<file path="config.mk">
export PLATFORM = sky130hd
export DESIGN_NAME = sqmod_seq
export DESIGN_NICKNAME = d
export VERILOG_FILES = /design/src/rtl/sqmod_seq.sv
export SDC_FILE = /design/constraint.sdc
export NUM_CORES = 1
export LEC_CHECK = 0
export BUFFER_PORTS_ARGS = -buffer_cell sky130_fd_sc_hd__buf_2
export CAP_MARGIN = 20
export CORE_ASPECT_RATIO = 0.5
export CORE_MARGIN = 3
export CORE_UTILIZATION = 40
export DETAILED_ROUTE_END_ITERATION = 16
export HOLD_SLACK_MARGIN = 0.03
export SKIP_CTS_REPAIR_TIMING = 1
export SYNTH_ARGS = -nofsm -noshare
export SYNTH_HDL_FRONTEND = slang
export SYNTH_SLANG_ARGS = --single-unit
</file>
<file path="constraint.sdc">
create_clock -name clk -period 2.5 [get_ports clk]
set_input_delay 0.375 -clock clk [delete_from_list [all_inputs] [get_ports clk]]
set_output_delay 0.375 -clock clk [all_outputs]
set_load 0.01 [all_outputs]
</file>
<file path="src/rtl/sqmod_seq.sv">
// sqmod_seq: sequenced (B*B) mod A.
// Squares B by shift-add over BW cycles, then reduces the PW-bit product
// by restoring shift-subtract over PW cycles, MSB first.
// Ports:
//   clk    - system clock, rising edge
//   reset  - asynchronous active-high reset
//   start  - request, sampled only while idle
//   a_in   - modulus A (AW bits), captured on accepted start
//   b_in   - operand B (BW bits), captured on accepted start
//   busy   - operation in progress (SQUARE/REDUCE)
//   done   - one-cycle pulse, y/err valid
//   y      - result, held until next done
//   err    - A==0 flag for last operation, held with y
//
// state    | meaning
// S_IDLE   | waiting for start
// S_SQUARE | shift-add squaring, one bit of B per cycle
// S_REDUCE | restoring reduction, one product bit per cycle
// S_DONE   | single-cycle done pulse, y/err already updated
module sqmod_seq #(
  parameter int AW = 8,
  parameter int BW = 4
) (
  input  logic          clk,
  input  logic          reset,
  input  logic          start,
  input  logic [AW-1:0] a_in,
  input  logic [BW-1:0] b_in,
  output logic          busy,
  output logic          done,
  output logic [AW-1:0] y,
  output logic          err
);

  localparam int PW = 2 * BW;
  localparam int CW = (PW > 1) ? $clog2(PW) : 1;

  typedef enum logic [1:0] {
    S_IDLE,
    S_SQUARE,
    S_REDUCE,
    S_DONE
  } state_t;

  state_t        r_state, w_state_nxt;
  logic [AW-1:0] r_a, w_a_nxt;
  logic [BW-1:0] r_b, w_b_nxt;
  logic [PW-1:0] r_acc, w_acc_nxt;
  logic [AW:0]   r_rem, w_rem_nxt;
  logic [CW-1:0] r_cnt, w_cnt_nxt;
  logic [AW-1:0] r_y, w_y_nxt;
  logic          r_err, w_err_nxt;

  logic [PW-1:0] w_addend;
  logic [AW:0]   w_shift;
  logic [AW:0]   w_rem_red;

  // Partial product for the current bit of B.
  assign w_addend = PW'(r_b) << r_cnt;

  // rem < A < 2^AW, so the top bit of rem is always zero before shifting.
  assign w_shift   = {r_rem[AW-1:0], r_acc[PW-1]};
  assign w_rem_red = (w_shift >= {1'b0, r_a}) ? (w_shift - {1'b0, r_a}) : w_shift;

  always_ff @(posedge clk or posedge reset) begin
    if (reset) begin
      r_state <= S_IDLE;
      r_a     <= '0;
      r_b     <= '0;
      r_acc   <= '0;
      r_rem   <= '0;
      r_cnt   <= '0;
      r_y     <= '0;
      r_err   <= 1'b0;
    end else begin
      r_state <= w_state_nxt;
      r_a     <= w_a_nxt;
      r_b     <= w_b_nxt;
      r_acc   <= w_acc_nxt;
      r_rem   <= w_rem_nxt;
      r_cnt   <= w_cnt_nxt;
      r_y     <= w_y_nxt;
      r_err   <= w_err_nxt;
    end
  end

  always_comb begin
    w_state_nxt = r_state;
    w_a_nxt     = r_a;
    w_b_nxt     = r_b;
    w_acc_nxt   = r_acc;
    w_rem_nxt   = r_rem;
    w_cnt_nxt   = r_cnt;
    w_y_nxt     = r_y;
    w_err_nxt   = r_err;

    case (r_state)
      S_IDLE: begin
        if (start) begin
          w_a_nxt     = a_in;
          w_b_nxt     = b_in;
          w_acc_nxt   = '0;
          w_cnt_nxt   = '0;
          w_state_nxt = S_SQUARE;
        end
      end
      S_SQUARE: begin
        if (r_b[r_cnt[CW-1:0] % BW]) w_acc_nxt = r_acc + w_addend;
        w_cnt_nxt = r_cnt + CW'(1);
        if (r_cnt == CW'(BW - 1)) begin
          if (r_a == '0) begin
            // y/err update on the edge entering DONE so they align with done.
            w_y_nxt     = '0;
            w_err_nxt   = 1'b1;
            w_state_nxt = S_DONE;
          end else begin
            w_rem_nxt   = '0;
            w_cnt_nxt   = '0;
            w_state_nxt = S_REDUCE;
          end
        end
      end
      S_REDUCE: begin
        w_rem_nxt = w_rem_red;
        w_acc_nxt = r_acc << 1;
        w_cnt_nxt = r_cnt + CW'(1);
        if (r_cnt == CW'(PW - 1)) begin
          w_y_nxt     = w_rem_red[AW-1:0];
          w_err_nxt   = 1'b0;
          w_state_nxt = S_DONE;
        end
      end
      S_DONE: begin
        w_state_nxt = S_IDLE;
      end
      default: begin
        w_state_nxt = S_IDLE;
      end
    endcase
  end

  assign busy = (r_state == S_SQUARE) || (r_state == S_REDUCE);
  assign done = (r_state == S_DONE);
  assign y    = r_y;
  assign err  = r_err;

endmodule

</file>
# Word-level counts from Yosys, hierarchy flattened

Cells that the tools add are included.

Flip-flop bits (word level): 42
Logic and storage cells: 62

Add/sub/neg operators: 3
Order comparisons: 2
Equal/unequal tests: 11
Shift-type cells: 1
Multiplexer cells: 26
Reductions and logical operators: 11

Operators by type and width:

| operator            | count |
|---|---|
| $mux 8              | 8 |
| $pmux 8 s2          | 2 |
| $pmux 8 s3          | 1 |
| $ne 2x2->1 const B  | 6 |
| $ge 9x8->1          | 1 |
| $mux 3              | 3 |
| $pmux 3 s3          | 1 |
| $reduce_and 3->1    | 3 |
| $add 8x8->8         | 1 |
| $logic_not 8->1     | 1 |
| $pmux 2 s4          | 1 |
| $shl 4x3->8         | 1 |
| $sub 8x8->8         | 1 |
| $mux 2              | 3 |
| $mux 1              | 5 |
| $eq 2x2->1 const B  | 2 |
| $reduce_and 2->1    | 2 |
| $reduce_and 4->1    | 1 |
| $add 3x1->3 const B | 1 |
| $eq 3x2->1 const B  | 1 |
| $eq 3x3->1 const B  | 1 |
| $lt 2x3->1 const B  | 1 |
| $reduce_bool 3->1   | 1 |
| $bmux 1 s2          | 1 |
| other kinds (5)     | 5 |

# Depth between registers and ports, before layout

Depth after elaboration: 4
Depth in mapped cells: 10
Mapped depth without buffers: 10

# Least setup slack after synthesis

Ideal clock, no wire load.

Path kind: register to register
Start point: reg r_cnt[0]
End point: reg r_acc[7]
Arrival: 2,139 ps
Data required time: 2,371 ps
Slack: 231 ps
Cell stages (with the launch flop): 10
Buffers on the path: 1
Period minus slack after synthesis: 2,269 ps
Cell sequence: dfrtp_1 buf_4 mux4_2 and2_1 ha_1 nor4_1 o21ai_0 and3b_1 o2111ai_1 nand3b_1

Word-level cells in the longest chain between the ends: 4

RTL lines:

| what                                                  | RTL line | text |
|---|---|---|
| from (decl)                                           | 50       | `logic [CW-1:0] r_cnt, w_cnt_nxt;` |
| from (signal assigned)                                | 81       | `r_cnt <= w_cnt_nxt;` |
| $shl 4x3->8 / $bmux 1 s2 (equally long branches)      | 59, 108  |  |
| $add 8x8->8 / $mux 1 (equally long branches)          | 108      | `if (r_b[r_cnt[CW-1:0] % BW]) w_acc_nxt = r_acc + w_addend;` |
| $mux 8 / $ne 2x2->1 (equally long branches)           | --       |  |
| $pmux 8 s3 / $reduce_and 3->1 (equally long branches) | --       |  |
| to (signal assigned)                                  | 79       | `r_acc <= w_acc_nxt;` |
| to (decl)                                             | 48       | `logic [PW-1:0] r_acc, w_acc_nxt;` |

Parallel ways exist; a longest one is shown, timed or not. The select of a mux whose other input is x is not followed.
A chain may end at the register's enable or synchronous reset.

# Final worst setup path

Start point: reg r_b[0]
End point: reg r_acc[6]

Word-level cells in the longest chain between the ends: 4

RTL lines:

| what                                                  | RTL line | text |
|---|---|---|
| from (decl)                                           | 47       | `logic [BW-1:0] r_b, w_b_nxt;` |
| from (signal assigned)                                | 78       | `r_b <= w_b_nxt;` |
| $shl 4x3->8 / $bmux 1 s2 (equally long branches)      | 59, 108  |  |
| $add 8x8->8 / $mux 1 (equally long branches)          | 108      |  |
| $mux 8 / $ne 2x2->1 (equally long branches)           | --       |  |
| $pmux 8 s3 / $reduce_and 3->1 (equally long branches) | --       |  |

Parallel ways exist; a longest one is shown, timed or not. The select of a mux whose other input is x is not followed.

==> results.json <==
{
  "grt_start_max_net_pins": 43,
  "cts_tree": "built",
  "min_path_type": "input port to asynchronous set/reset pin",
  "period_share_pct": 94.9,
  "synthFlopType": "dfrtp_1",
  "drcViolationCount": 0,
  "cp_max_fo": 5,
  "place_hpwl_mm": 5.15,
  "syn_nets": 342,
  "cp_slowest_cell": "dfrtp_1",
  "antenna_left": 0,
  "grt_pass1_wl_mm": 11.3,
  "gr-total-overflow": 0,
  "whs_ps": 212,
  "clk_latency_ps": 290,
  "initial_core_util_pct": 42.5,
  "synth_top_area_share_pct": 35.9,
  "max_freq_mhz": 422,
  "ys.warnings.count": 0,
  "wl_per_cell_um": 15.7,
  "cp_cell_sequence": "nor2b_1 -> and3_1 -> ha_1 -> fa_1 -> a21o_1 -> a21oi_1 -> or4_1 -> nand4_1 -> a22o_1",
  "drv_cap": 0,
  "drive_gt1_share_pct": 21.6,
  "pin_count": 26,
  "antenna_cells": 0,
  "coreArea_um2": 6880,
  "synth_common_cells": "dfrtp_1 (42), inv_1 (26), nand2_1 (26)",
  "synth_cells": 301,
  "synthDistinctLibCells": 59,
  "globalplace.congestion": 0.919,
  "max-vdd-ir-drop_uv": 352,
  "power.density_nw_per_um2": 1320,
  "r2r_slack_ps": 130,
  "clock_sinks": 42,
  "drtIter0Drc": 145,
  "syn-cell-area_um2": 2920,
  "yosysMostFrequentCell": "dfrtp_1",
  "dr.pass1.iters": 4,
  "critPathCaptureType": "flip-flop",
  "cts_buffers": 5,
  "tns_ps": 0,
  "ys_ff_latch": 42,
  "r2r_start": "r_b[0]$_DFFE_PP0P_",
  "tightest_slew_ps": 538,
  "wl_mm": 6.75,
  "run_status": "completed",
  "cts_buffer_depth": 2,
  "grt_usage_pct": 17.1,
  "cts_root_buf": "clkbuf_16",
  "skew_ps": 8.35,
  "ys_seq_area_share_pct": 35.9,
  "dpl_worst_slack_ps": 101,
  "clk_pin_slew_ps": 60,
  "r2r-end": "r_acc[6]$_DFFE_PP0P_",
  "dieArea_um2": 8430,
  "die_w_um": 127,
  "areaGrowthSynthToFinish_pct": 15.4,
  "setup_viol": 0,
  "die_height_um": 66.5,
  "cp-startpoint": "r_b[0]$_DFFE_PP0P_",
  "avgSynthCellArea_um2": 9.71,
  "final_nets": 378,
  "yosys.area.top_type": "dfrtp_1",
  "vias": 2452,
  "critPathCapture": "r_acc[6]$_DFFE_PP0P_",
  "start_kind": "flip-flop",
  "crit_required_ps": 2680,
  "synthArstFlopShare_pct": 100,
  "rows": 21,
  "fin_ws_ps": 128,
  "grt_pass1_vias": 2347,
  "rr_worst_depth": 9,
  "cpPeakStageDelay_ps": 420,
  "finalHoldViolations": 0,
  "design_power_total_mw": 4.45,
  "synth_edf_count": 0,
  "cts-htree-levels": 2,
  "port_buffers": 25,
  "avgViaCountPerCell": 5.70,
  "post-route-min-period_ps": 2370,
  "cp.arrival_ps": 2550,
  "power_leakage_nw": 1.59,
  "synth_area_leaders": "dfrtp_1 (36%), ha_1 (10%), mux2_2 (5.0%)",
  "criticalPathCategory": "flip-flop to flip-flop",
  "antenna_found_initial": 0,
  "finalMaxSlewViolations": 0,
  "slew_headroom_pct": 64.1
}
worst max-delay path: cells and delay by family, from the launching register on:
| family | cells | cell delay [ps] |
|---|---|---|
| adders and majority gates | 2 | 630 |
| and+or+nand+nor | 4 | 610 |
| DFF | 1 | 420 |
| AOI/OAI and AO/OA | 3 | 610 |
area by class of cell:
cell class,instances,area (µm²)
clock inverters,2,13.8
repair buffers,35,200
well taps,92,115
clock buffers,6,129
multi-input cells,226,1760
fillers,650,3510
inverters,27,101
flip-flops and latches,42,1050
state kept, by name, summed over array words and instances, names as in the netlist:
register	flops
r_cnt	3
r_b	4
r_state	2
r_rem	8
y	8
err	1
r_acc	8
r_a	8
worst min path at each step:
stage | from | endpoint | slack [ps]
after floorplan | r_rem[7]$_DFFE_PP0P_ | r_rem[7]$_DFFE_PP0P_ | 460
after global placement | y[7]$_DFFE_PP0P_ | y[7]$_DFFE_PP0P_ | 460
after detailed placement | y[7]$_DFFE_PP0P_ | y[7]$_DFFE_PP0P_ | 470
after CTS | reset | r_state[0]$_DFFE_PP0P_ | 230
after global routing | reset | r_b[0]$_DFFE_PP0P_ | 270
final | reset | r_a[1]$_DFFE_PP0P_ | 210
per-stage QoR:
stage | instances | utilization, % | instance area (µm²)
6_report | 430 | 49.0 | 3380
5_1_grt | 430 | 49.0 | 3380
4_1_cts | 428 | 48.5 | 3340
3_5_place_dp | 420 | 46.4 | 3200
3_3_place_gp | 420 | 46.4 | 3200
2_1_floorplan | 301 | - | 2920
power breakdown:
group / switching [mW] / total, mW / internal (mW) / leakage [nW]
Clock: 0.273 / 0.643 / 0.370 / 0.0708
Sequential: 0.234 / 1.14 / 0.909 / 0.543
Combinational: 1.51 / 2.66 / 1.15 / 0.971
cells in the final DEF, fill, tap and decap left out, drive strengths merged, types with 7 or more instances in the layout:
cell type	count
nor2	12
buf	35
dfrtp	42
o31ai	7
inv	26
nand2	26
mux2i	10
a21oi	10
mux2	13
o21ai	19
a22o	8
ha	24
cell families (layout without fill, tap and decap cells):
logic type               after synthesis  in the layout  share of synthesized area (%)
AO/OA/AOI/OAI                         87             87                           21.9
AND/OR/NAND/NOR                       84             84                           14.9
flip-flops                            42             42                           35.9
buffers and inverters                 33             70                           4.41
adder cells (fa/ha/maj)               26             26                           11.6
multiplexers                          25             25                           9.97
XOR/XNOR                               4              4                           1.20
per-layer routing:
metal / up-vias / track usage, % / part of all wire [%]
met3: 9 / 3.84 / 3.6
li1: 1189 / - / -
met4: 0 / 6.02 / 1.4
met1: 1215 / 23.1 / 49
met2: 39 / 27.2 / 46
met5: - / 0 / 0
Power figures use the tool's default switching activity.
